`src/rtl/rc5_block_ctrl_if.sv`:
```
// ---------------------------------------------------------------------------
// rc5_block_ctrl_if
// Block-level handshake bundle between a block producer/consumer and the
// RC5 block controller.
//   iBlkA/iBlkB/iBlkMode/iBlkValid -> input block offer (mode 0=enc, 1=dec)
//   oBlkReady                      <- controller can take a block
//   oResA/oResB/oResValid          <- result presented to the consumer
//   iResReady                      -> consumer takes the result
// Modports: slave = controller side, master = producer/consumer side.
// ---------------------------------------------------------------------------
interface rc5_block_ctrl_if #(
    parameter int W = 32
);
    logic [W-1:0] iBlkA;
    logic [W-1:0] iBlkB;
    logic         iBlkMode;
    logic         iBlkValid;
    logic         oBlkReady;
    logic [W-1:0] oResA;
    logic [W-1:0] oResB;
    logic         oResValid;
    logic         iResReady;

    modport slave (
        input  iBlkA, iBlkB, iBlkMode, iBlkValid, iResReady,
        output oBlkReady, oResA, oResB, oResValid
    );

    modport master (
        output iBlkA, iBlkB, iBlkMode, iBlkValid, iResReady,
        input  oBlkReady, oResA, oResB, oResValid
    );
endinterface

```
`src/rtl/rc5_block_ctrl.sv`:
```
// ---------------------------------------------------------------------------
// rc5_block_ctrl
// Controller sitting in front of an RC5 core (key expander, cipher, decipher
// and their RAMs). It streams the B-byte secret key into the core key RAM,
// accepts one 2W-bit block at a time, holds the matching start level until
// the core reports done, and presents the captured result downstream.
//
// Ports:
//   clk, rst                 clock, asynchronous active-high reset
//   iKeyByte/iKeyValid       key byte stream in
//   oKeyReady/oKeyLoaded     key stream flow control / key complete flag
//   blk (rc5_block_ctrl_if)  block in and result out handshakes (slave side)
//   oKey_sub_i/oKey_address/oWen   core key RAM write port
//   oStartCipher/oStartDecipher    start levels to the core
//   oA/oB, oA_cipher/oB_cipher     core encrypt / decrypt inputs
//   iA_cipher/iB_cipher, iA_decipher/iB_decipher   core outputs
//   iDoneCipher/iDoneDecipher      core done flags
//
// Optional feature macro: RC5_CBC_EN
//   When defined, adds iIV/iIVLoad and chains blocks in CBC mode. When
//   undefined the controller is plain ECB and data passes unmodified.
// ---------------------------------------------------------------------------
module rc5_block_ctrl #(
    parameter int W        = 32,
    parameter int B        = 16,
    parameter int B_LENGTH = $clog2(B)
) (
    input  logic                clk,
    input  logic                rst,
    input  logic [7:0]          iKeyByte,
    input  logic                iKeyValid,
    output logic                oKeyReady,
    output logic                oKeyLoaded,
    rc5_block_ctrl_if.slave     blk,
    output logic [7:0]          oKey_sub_i,
    output logic [B_LENGTH-1:0] oKey_address,
    output logic                oWen,
    output logic                oStartCipher,
    output logic                oStartDecipher,
    output logic [W-1:0]        oA,
    output logic [W-1:0]        oB,
    output logic [W-1:0]        oA_cipher,
    output logic [W-1:0]        oB_cipher,
    input  logic [W-1:0]        iA_cipher,
    input  logic [W-1:0]        iB_cipher,
    input  logic [W-1:0]        iA_decipher,
    input  logic [W-1:0]        iB_decipher,
    input  logic                iDoneCipher,
    input  logic                iDoneDecipher
`ifdef RC5_CBC_EN
    ,
    input  logic [2*W-1:0]      iIV,
    input  logic                iIVLoad
`endif
);

    typedef enum logic [1:0] {IDLE, RUN, OUT} state_t;

    state_t              state_q;
    logic [B_LENGTH-1:0] keyCnt_q;
    logic                keyLoaded_q;
    logic                mode_q;
    logic [W-1:0]        resA_q;
    logic [W-1:0]        resB_q;
    logic                resValid_q;

    logic                keyAccept;
    logic                blkAccept;
    logic                ivLoad;
    logic [W-1:0]        chainA;
    logic [W-1:0]        chainB;

    // The chain halves are zero in ECB so the same datapath serves both
    // builds; an IV load wins over a block offer, so ready is withheld for
    // that cycle to keep the handshake honest.
`ifdef RC5_CBC_EN
    logic [2*W-1:0] chain_q;
    assign ivLoad = iIVLoad;
    assign chainA = chain_q[2*W-1:W];
    assign chainB = chain_q[W-1:0];
`else
    assign ivLoad = 1'b0;
    assign chainA = '0;
    assign chainB = '0;
`endif

    // Key stream flow control and key RAM write port. The write port is a
    // direct function of the registered counter so a byte lands in the RAM
    // in the cycle it is accepted. Gating with rst keeps every output low
    // while reset is held.
    assign oKeyReady     = !rst && !keyLoaded_q && (state_q == IDLE);
    assign keyAccept     = oKeyReady && iKeyValid;
    assign oWen          = keyAccept;
    assign oKey_sub_i    = keyAccept ? iKeyByte : 8'h00;
    assign oKey_address  = keyCnt_q;
    assign oKeyLoaded    = keyLoaded_q;

    // Block handshake: only one block in flight, so ready is just "key is
    // in and we are idle".
    assign blk.oBlkReady = keyLoaded_q && (state_q == IDLE) && !ivLoad;
    assign blkAccept     = blk.oBlkReady && blk.iBlkValid;
    assign blk.oResA     = resA_q;
    assign blk.oResB     = resB_q;
    assign blk.oResValid = resValid_q;

    // Single sequential block holding the key counter and the IDLE/RUN/OUT
    // machine with all of its registered outputs. The start level is set at
    // the accept edge so it is high from the following cycle, and it is
    // dropped at the edge where the matching done flag is captured. The
    // other core's done flag is never looked at.
    always_ff @(posedge clk or posedge rst) begin
        if (rst) begin
            state_q        <= IDLE;
            keyCnt_q       <= '0;
            keyLoaded_q    <= 1'b0;
            mode_q         <= 1'b0;
            resA_q         <= '0;
            resB_q         <= '0;
            resValid_q     <= 1'b0;
            oStartCipher   <= 1'b0;
            oStartDecipher <= 1'b0;
            oA             <= '0;
            oB             <= '0;
            oA_cipher      <= '0;
            oB_cipher      <= '0;
`ifdef RC5_CBC_EN
            chain_q        <= '0;
`endif
        end else begin
            if (keyAccept) begin
                if (keyCnt_q == B_LENGTH'(B - 1)) begin
                    keyCnt_q    <= '0;
                    keyLoaded_q <= 1'b1;
                end else begin
                    keyCnt_q    <= keyCnt_q + B_LENGTH'(1);
                end
            end

            case (state_q)
                IDLE: begin
`ifdef RC5_CBC_EN
                    if (iIVLoad) begin
                        chain_q <= iIV;
                    end
`endif
                    if (blkAccept) begin
                        oA             <= blk.iBlkA ^ chainA;
                        oB             <= blk.iBlkB ^ chainB;
                        oA_cipher      <= blk.iBlkA;
                        oB_cipher      <= blk.iBlkB;
                        mode_q         <= blk.iBlkMode;
                        oStartCipher   <= !blk.iBlkMode;
                        oStartDecipher <= blk.iBlkMode;
                        state_q        <= RUN;
                    end
                end
                RUN: begin
                    if (!mode_q && iDoneCipher) begin
                        resA_q       <= iA_cipher;
                        resB_q       <= iB_cipher;
                        resValid_q   <= 1'b1;
                        oStartCipher <= 1'b0;
                        state_q      <= OUT;
`ifdef RC5_CBC_EN
                        chain_q      <= {iA_cipher, iB_cipher};
`endif
                    end else if (mode_q && iDoneDecipher) begin
                        resA_q         <= iA_decipher ^ chainA;
                        resB_q         <= iB_decipher ^ chainB;
                        resValid_q     <= 1'b1;
                        oStartDecipher <= 1'b0;
                        state_q        <= OUT;
`ifdef RC5_CBC_EN
                        chain_q        <= {oA_cipher, oB_cipher};
`endif
                    end
                end
                OUT: begin
                    if (blk.iResReady) begin
                        resValid_q <= 1'b0;
                        state_q    <= IDLE;
                    end
                end
                default: begin
                    state_q <= IDLE;
                end
            endcase
        end
    end

endmodule

```
`src/flat_wrapper.sv`:
```
// flat-port wrapper written by rule: the top's interface ports become plain ports
module rc5_block_ctrl_flat 
#(
    parameter int W        = 32,
    parameter int B        = 16,
    parameter int B_LENGTH = $clog2(B)
)
  (clk, rst, iKeyByte, iKeyValid, oKeyReady, oKeyLoaded, oKey_sub_i, oKey_address, oWen, oStartCipher, oStartDecipher, oA, oB, oA_cipher, oB_cipher, iA_cipher, iB_cipher, iA_decipher, iB_decipher, iDoneCipher, iDoneDecipher, blk_iBlkA, blk_iBlkB, blk_iBlkMode, blk_iBlkValid, blk_iResReady, blk_oBlkReady, blk_oResA, blk_oResB, blk_oResValid);
  rc5_block_ctrl_if #(.W(W)) blk_i ();
  input  logic clk;
  input  logic rst;
  input  logic [7:0] iKeyByte;
  input  logic iKeyValid;
  output logic oKeyReady;
  output logic oKeyLoaded;
  output logic [7:0] oKey_sub_i;
  output logic [B_LENGTH-1:0] oKey_address;
  output logic oWen;
  output logic oStartCipher;
  output logic oStartDecipher;
  output logic [W-1:0] oA;
  output logic [W-1:0] oB;
  output logic [W-1:0] oA_cipher;
  output logic [W-1:0] oB_cipher;
  input  logic [W-1:0] iA_cipher;
  input  logic [W-1:0] iB_cipher;
  input  logic [W-1:0] iA_decipher;
  input  logic [W-1:0] iB_decipher;
  input  logic iDoneCipher;
  input  logic iDoneDecipher;
  input wire logic [$bits(blk_i.iBlkA)-1:0] blk_iBlkA;
  input wire logic [$bits(blk_i.iBlkB)-1:0] blk_iBlkB;
  input wire logic [$bits(blk_i.iBlkMode)-1:0] blk_iBlkMode;
  input wire logic [$bits(blk_i.iBlkValid)-1:0] blk_iBlkValid;
  input wire logic [$bits(blk_i.iResReady)-1:0] blk_iResReady;
  output wire logic [$bits(blk_i.oBlkReady)-1:0] blk_oBlkReady;
  output wire logic [$bits(blk_i.oResA)-1:0] blk_oResA;
  output wire logic [$bits(blk_i.oResB)-1:0] blk_oResB;
  output wire logic [$bits(blk_i.oResValid)-1:0] blk_oResValid;
  assign blk_i.iBlkA = blk_iBlkA;
  assign blk_i.iBlkB = blk_iBlkB;
  assign blk_i.iBlkMode = blk_iBlkMode;
  assign blk_i.iBlkValid = blk_iBlkValid;
  assign blk_i.iResReady = blk_iResReady;
  assign blk_oBlkReady = blk_i.oBlkReady;
  assign blk_oResA = blk_i.oResA;
  assign blk_oResB = blk_i.oResB;
  assign blk_oResValid = blk_i.oResValid;
  rc5_block_ctrl #(.W(W), .B(B), .B_LENGTH(B_LENGTH)) u_core (.clk(clk), .rst(rst), .iKeyByte(iKeyByte), .iKeyValid(iKeyValid), .oKeyReady(oKeyReady), .oKeyLoaded(oKeyLoaded), .blk(blk_i), .oKey_sub_i(oKey_sub_i), .oKey_address(oKey_address), .oWen(oWen), .oStartCipher(oStartCipher), .oStartDecipher(oStartDecipher), .oA(oA), .oB(oB), .oA_cipher(oA_cipher), .oB_cipher(oB_cipher), .iA_cipher(iA_cipher), .iB_cipher(iB_cipher), .iA_decipher(iA_decipher), .iB_decipher(iB_decipher), .iDoneCipher(iDoneCipher), .iDoneDecipher(iDoneDecipher));
endmodule
```
`config.mk`:
```
export PLATFORM = sky130hd
export DESIGN_NAME = rc5_block_ctrl_flat
export DESIGN_NICKNAME = d
export VERILOG_FILES = /design/src/rtl/rc5_block_ctrl_if.sv /design/src/rtl/rc5_block_ctrl.sv /design/src/flat_wrapper.sv
export SDC_FILE = /design/constraint.sdc
export NUM_CORES = 1
export LEC_CHECK = 0
export BUFFER_PORTS_ARGS = -buffer_cell sky130_fd_sc_hd__buf_2
export CAP_MARGIN = 20
export CORE_AREA = 2 2 164 166
export DETAILED_ROUTE_END_ITERATION = 8
export DIE_AREA = 0 0 166 168
export GPL_TIMING_DRIVEN = 0
export SLEW_MARGIN = 20
export SYNTH_ARGS = -nofsm -noshare
export SYNTH_HDL_FRONTEND = slang
export SYNTH_SLANG_ARGS = --single-unit
export TNS_END_PERCENT = 5
```
`constraint.sdc`:
```
create_clock -name clk -period 4.4 [get_ports clk]
set_clock_uncertainty 0.15 [all_clocks]
set_input_delay 0.66 -clock clk [delete_from_list [all_inputs] [get_ports clk]]
set_output_delay 0.66 -clock clk [all_outputs]
set_load 0.03 [all_outputs]
```
==> results of run 1 <==
## registers in the layout (all words and copies together), names as in the netlist
register,flops
u_core.oStartDecipher,1
u_core.oKey_address,4
u_core.blk.oResA,32
u_core.blk.oResValid,1
u_core.state_q,2
u_core.oB,32
u_core.oA,32
u_core.oStartCipher,1
u_core.blk.oResB,32
u_core.mode_q,1
u_core.oKeyLoaded,1
## area by class of cell
| cell class | instances | area [um^2] | share of cell area [%] |
|---|---|---|---|
| tap | 341 | 427 | 4.25 |
| multi-input combinational | 240 | 2670 | 26.6 |
| clock inverter | 13 | 155 | 1.55 |
| timing repair buffer | 422 | 2170 | 21.6 |
| buffer | 88 | 644 | 6.42 |
| inverter | 8 | 33.8 | 0.337 |
| sequential | 139 | 3480 | 34.7 |
| clock buffer | 19 | 453 | 4.51 |
## worst paths after layout
check                                                         to  slack [ps]  cells past startpoint                        startpoint
min in group clk                       u_core.oA[18]$_DFFE_PP0P_         320                      2                     blk_iBlkA[18]
worst max register to register         u_core.oA[19]$_DFFE_PP0P_        2190                      6     u_core.state_q[0]$_DFFE_PP0P_
worst max-delay path                               oKey_sub_i[6]        1150                      7     u_core.state_q[0]$_DFFE_PP0P_
worst min-delay path               u_core.oKeyLoaded$_DFFE_PP0P_         190                      2                               rst
worst min register to register  u_core.blk.oResA[17]$_DFFE_PP0P_         350                      1  u_core.blk.oResA[17]$_DFFE_PP0P_
max in group asynchronous        u_core.blk.oResA[5]$_DFFE_PP0P_        3110                      4                               rst
## layout by cell type (no fill, tap or decap), drive strengths merged
cell / instances
buf: 508
mux2: 197
dfrtp: 139
clkbuf: 21
inv: 13
and2: 9
ha: 6
nand2: 4
clkinvlp: 4
nand3: 3
a21boi: 3
o21ai: 3
a21o: 2
clkinv: 2
bufinv: 2
nand2b: 1
a221oi: 1
nor4bb: 1
nor3b: 1
xnor2: 1
a32o: 1
mux2i: 1
nand4: 1
a31oi: 1
o21bai: 1
a41o: 1
a21oi: 1
o22ai: 1
## per-layer routing
layer	part of all wire, %	global-route usage [%]	routed length [um]
met4	1.7	4.31	314
met2	52	23.5	9780
met3	6.3	3.39	1170
met1	40	15.9	7480
met5	0.064	0	12
## kinds of logic (layout without fill, tap and decap cells)
kind of cell               count (synthesis)  in the layout  share of synthesized area [%]
AOI/OAI and AO/OA                         15             15                           1.56
buffers and inverters                     96            550                           9.88
and+or+nand+nor                           20             20                           1.82
muxes                                    198            198                           34.5
xor gates and xnor gates                   1              1                          0.128
adders and majority gates                  6              6                           1.10
DFF                                      139            139                           51.0
## stage by stage
step,instance area (um^2),util (%),setup slack [ps],hold slack [ps]
after detailed placement,9430,35.8,1540,337
after global routing,10000,38.1,901,226
after CTS,10000,38.1,1080,194
after floorplan,6830,-,1650,358
after global placement,9350,35.5,781,334
final,10000,38.1,1150,191
## power groups by stage
stage	sequential (mW)	combinational (mW)	clock (mW)
6_report	2.34	4.77	1.48
3_5_place_dp	2.37	4.82	0
3_3_place_gp	2.35	4.78	0
2_1_floorplan	3.53	2.28	0
4_1_cts	2.35	4.83	1.55
5_1_grt	2.44	5.03	1.59
==> run_results.csv, run 1 <==
group,metric,value,unit
routing,wirelength,18800,um
critical_path,crit_top_cell,"clkbuf_1",
synth,syn_nets,689,
clock_tree,cts_resized,0,
clock_tree,clock_sinks,139,
clock_tree,ctsRootBufferMaster,"clkbuf_16",
power_and_ir_drop,p_total,8.59,mW
synth,yosysSeqAreaShare,51.0,%
synth,async_flop_share,100,%
timing,maxClockFrequency,308,MHz
timing,finalCritPeriodShare,73.8,%
placed_design,place_hpwl,14900,um
layout,antenna_cells,0,
floorplan,dieArea,27900,um^2
clock_tree,cts_hold_buf,0,
placed_design,dp.cells,1238,
floorplan,die_w,166,um
routing,wire_per_inst,14.8,um
synth,syn_area,6820,um^2
routing,first_pass_iters,4,
synth,synth_cell_types,29,
routing,vias,5230,
grt,grt_max_degree,32,
critical_path,cp_num_buf_inv,4,
clock_tree,clockBufferDepth,2,
grt,grt_overflow,0,
placed_design,port_buffers,418,
floorplan,coreArea,26400,um^2
flow_run,cap_violations,0,
grt,antenna_found_initial,1,
timing,fin_setup_tns,0,ps
power_and_ir_drop,comb_power_share,55.5,%
synth,yosys.area.top_type,"dfrtp_1",
timing,setup-violations-final,0,
routing,final_antenna_net_count,0,
synth,syn_inst,475,
critical_path,worstSetupPathType,"register to primary output",
critical_path,cpMaxStageDelayCell,"dfrtp_1",
power_and_ir_drop,ir_worst_vdd,0.443,mV
timing,slew_headroom,56.4,%
clock_tree,htree_levels,4,
power_and_ir_drop,switchingPower,3.87,mW
critical_path,path_cells,"inv_1 -> ha_1 -> nor4bb_1 -> clkbuf_1 -> clkbuf_1 -> and2_1 -> buf_2",
clock_tree,clk_pin_slew,60,ps
timing,slew_violations,0,
synth,synth_edf_count,0,
floorplan,rows,60,
synth,synth_commonest_cells,"163 x mux2_2, 139 x dfrtp_1, 69 x buf_4",
timing,worst_slew_pin_slew,648,ps
layout,area_delta_synth_final,47.1,%
synth,synth_flop_cell,"dfrtp_1",
clock_tree,cts_tree,"yes",
placed_design,routabilityCongestion,0.786,
power_and_ir_drop,p_leak,5.29,nW
floorplan,pin_count,419,
synth,yosys_warnings,0,
synth,synth.top_cells.by_area,"dfrtp_1 51%, mux2_2 27%, buf_4 7.6%",
floorplan,start_util,25.9,%
critical_path,crit_family,"buffers and inverters",
routing,drc_errors,0,
routing,drt-vias-per-instance,4.12,
power_and_ir_drop,cell_internal_pwr,4.72,mW
worst_hold_path,hold_path_class,"primary input to async pin",
critical_path,arrival,2440,ps
grt,grt_pass1_wl,29100,um
synth,avgSynthCellArea,14.4,um^2
layout,drive_above_1_share,79.2,%
timing,period_needed,3250,ps
critical_path,required,3590,ps
power_and_ir_drop,power_density,856,nW/um^2
routing,first_iter_violations,151,
timing,rsz0062_at_grt,"no",
synth,synth_most_common_cell,"mux2_2",
power_and_ir_drop,sw_frac_of_total,45.1,%
power_and_ir_drop,pwr-share-clk,17.2,%
clock_tree,postCtsSetupBuffers,0,
grt,grt_pass1_vias,5240,
layout,num-fill-cells,2556,
layout,final_cells,1270,
synth,synth_top_area_share,51.0,%
critical_path,cp-end-kind,"primary output",
power_and_ir_drop,seq_power_share,27.2,%
clock_tree,cts_made_buffers,17,
floorplan,fp.dieH,168,um
synth,synth-seq-cells,139,
clock_tree,clk_latency,410,ps
critical_path,cpPeakStageDelay,400,ps
timing,hold_violations,0,
critical_path,critPathLaunchType,"register",
critical_path,worst-path-max-fanout,10,
run_status,status,"finished, final reports clean",
layout,nets,1130,
grt,grt_usage,13.3,%
Power figures use the tool's default switching activity.
==> inputs of run 2 (changes only) <==
==> constraint.sdc (replaced) <==
create_clock -name clk -period 3.2 [get_ports clk]
set_clock_uncertainty 0.15 [all_clocks]
set_input_delay 0.48 -clock clk [delete_from_list [all_inputs] [get_ports clk]]
set_output_delay 0.48 -clock clk [all_outputs]
set_load 0.03 [all_outputs]
==> run 2 against run 1 <==
Flip-flop and latch count is the same. Combinational power grew 38%. Routed wire length is essentially flat. Global-route usage is the same. Register-to-register slack lost 1200 ps. Total power grew 38%. Clock power grew 38%. Worst setup slack lost 920 ps. Non-clock buffer count is the same. Sequential power grew 38%. Critical endpoint unchanged. Largest cell class unchanged. Highest routed layer unchanged.
==> run_results.csv, run 2 (synthesis gave the netlist of run 1 again) <==
group,metric,value,unit
clock_tree,postCtsSetupBuffers,0,
routing,wirelength,18800,um
layout,final_common_cell,"buf_2",
clock_tree,cts_tree,"yes",
floorplan,pin_count,419,
layout,num-fill-cells,2555,
floorplan,coreArea,26400,um^2
critical_path,required,2570,ps
grt,grt_overflow,0,
timing,final.setup.worst_slack,236,ps
power_and_ir_drop,pwr-share-clk,17.2,%
routing,vias,5228,
layout,final-seq-area,3480,um^2
timing,slew_headroom,55.4,%
power_and_ir_drop,sw_frac_of_total,45.1,%
grt,grt_max_degree,32,
critical_path,arrival,2330,ps
layout,final_cells,1270,
placed_design,post-place-ws,532,ps
clock_tree,clock_sinks,139,
grt,grt_usage,13.3,%
floorplan,rows,60,
routing,drc_errors,0,
layout,drive_above_1_share,79.3,%
placed_design,placed_area,9430,um^2
floorplan,dieArea,27900,um^2
floorplan,fp.dieH,168,um
timing,setup-violations-final,0,
placed_design,routabilityCongestion,0.786,
power_and_ir_drop,ir_worst_vdd,0.609,mV
layout,final_area,10000,um^2
layout,multi_input_area,2670,um^2
layout,area_delta_synth_final,47.1,%
power_and_ir_drop,switchingPower,5.33,mW
grt,grt_pass1_wl,29100,um
critical_path,worst-path-max-fanout,10,
timing,worst_slew_pin_slew,664,ps
power_and_ir_drop,power_density,1180,nW/um^2
layout,antenna_cells,0,
timing,rsz0062_at_grt,"no",
timing,hold_violations,0,
worst_hold_path,hold_path_class,"primary input to async pin",
routing,first_iter_violations,150,
layout,fin_util,38.1,%
clock_tree,clk_latency,410,ps
grt,antenna_found_initial,1,
run_status,status,"finished, final reports clean",
layout,nets,1130,
routing,drt-vias-per-instance,4.12,
floorplan,die_w,166,um
routing,first_pass_iters,4,
clock_tree,clockBufferDepth,2,
clock_tree,cts_made_buffers,17,
critical_path,cp-end-kind,"primary output",
critical_path,critPathLaunchType,"register",
routing,wire_per_inst,14.8,um
power_and_ir_drop,p_total,11.8,mW
grt,grt_pass1_vias,5240,
layout,final_cell_mix,"426 x buf_2, 163 x mux2_2, 139 x dfrtp_1",
clock_tree,cts_hold_buf,0,
timing,finalCritPeriodShare,92.6,%
routing,final_antenna_net_count,0,
timing,period_needed,2960,ps
placed_design,place_hpwl,14900,um
power_and_ir_drop,comb_power_share,55.6,%
floorplan,start_util,25.9,%
power_and_ir_drop,seq_power_share,27.2,%
placed_design,dp.cells,1238,
clock_tree,htree_levels,4,
placed_design,port_buffers,418,
timing,slew_violations,0,
power_and_ir_drop,p_leak,5.29,nW
timing,maxClockFrequency,337,MHz
clock_tree,ctsRootBufferMaster,"clkbuf_16",
clock_tree,cts_resized,0,
critical_path,worstSetupPathType,"register to primary output",
power_and_ir_drop,cell_internal_pwr,6.49,mW
flow_run,cap_violations,0,
clock_tree,clk_pin_slew,60,ps
run 2: final timing paths:
| path | startpoint | end | slack, ps | cells past startpoint |
|---|---|---|---|---|
| worst max-delay path | u_core.state_q[0]$_DFFE_PP0P_ | oKey_sub_i[6] | 240 | 7 |
| worst min-delay path | rst | u_core.oKeyLoaded$_DFFE_PP0P_ | 10 | 2 |
| worst max register to register | u_core.state_q[0]$_DFFE_PP0P_ | u_core.oA[19]$_DFFE_PP0P_ | 990 | 6 |
| worst min register to register | u_core.blk.oResA[17]$_DFFE_PP0P_ | u_core.blk.oResA[17]$_DFFE_PP0P_ | 350 | 1 |
| max in group asynchronous | rst | u_core.blk.oResA[5]$_DFFE_PP0P_ | 2090 | 4 |
| min in group clk | blk_iBlkA[18] | u_core.oA[18]$_DFFE_PP0P_ | 140 | 2 |
run 2: layout make-up:
cell class | instances | area share, %
buffer | 88 | 6.43
clock buffer | 19 | 4.51
clock inverter | 13 | 1.55
inverter | 8 | 0.337
multi-input combinational | 240 | 26.6
sequential | 139 | 34.7
tap | 341 | 4.25
timing repair buffer | 422 | 21.6
run 2: power groups by stage:
stage               clock, mW  sequential [mW]  combinational [mW]
finish                   2.04             3.22                6.56
global route             2.19             3.36                6.92
CTS                      2.13             3.24                6.64
detailed placement          0             3.26                6.62
global placement            0             3.23                6.58
floorplan                   0             4.85                3.13
run 2: routing by layer:
metal / vias up / wire length, um / global-route usage [%]
met2: 208 / 9790 / 23.5
met4: 2 / 314 / 4.31
met1: 2519 / 7470 / 15.9
met5: - / 12 / 0
li1: 2478 / - / -
met3: 21 / 1170 / 3.39
run 2: metrics by stage:
step | hold slack (ps) | setup TNS, ps
floorplan | 358 | 0
global placement | 334 | -30900
detailed placement | 337 | 0
CTS | 14.0 | 0
global route | 46.1 | 0
finish | 10.8 | 0
run 2: worst max-delay path, cell delays in order (launching register included):
cell and delay (ps):
dfrtp_1 400, inv_1 120, ha_1 280, nor4bb_1 220, clkbuf_1 280, clkbuf_2 260
and2_1 160, buf_2 190
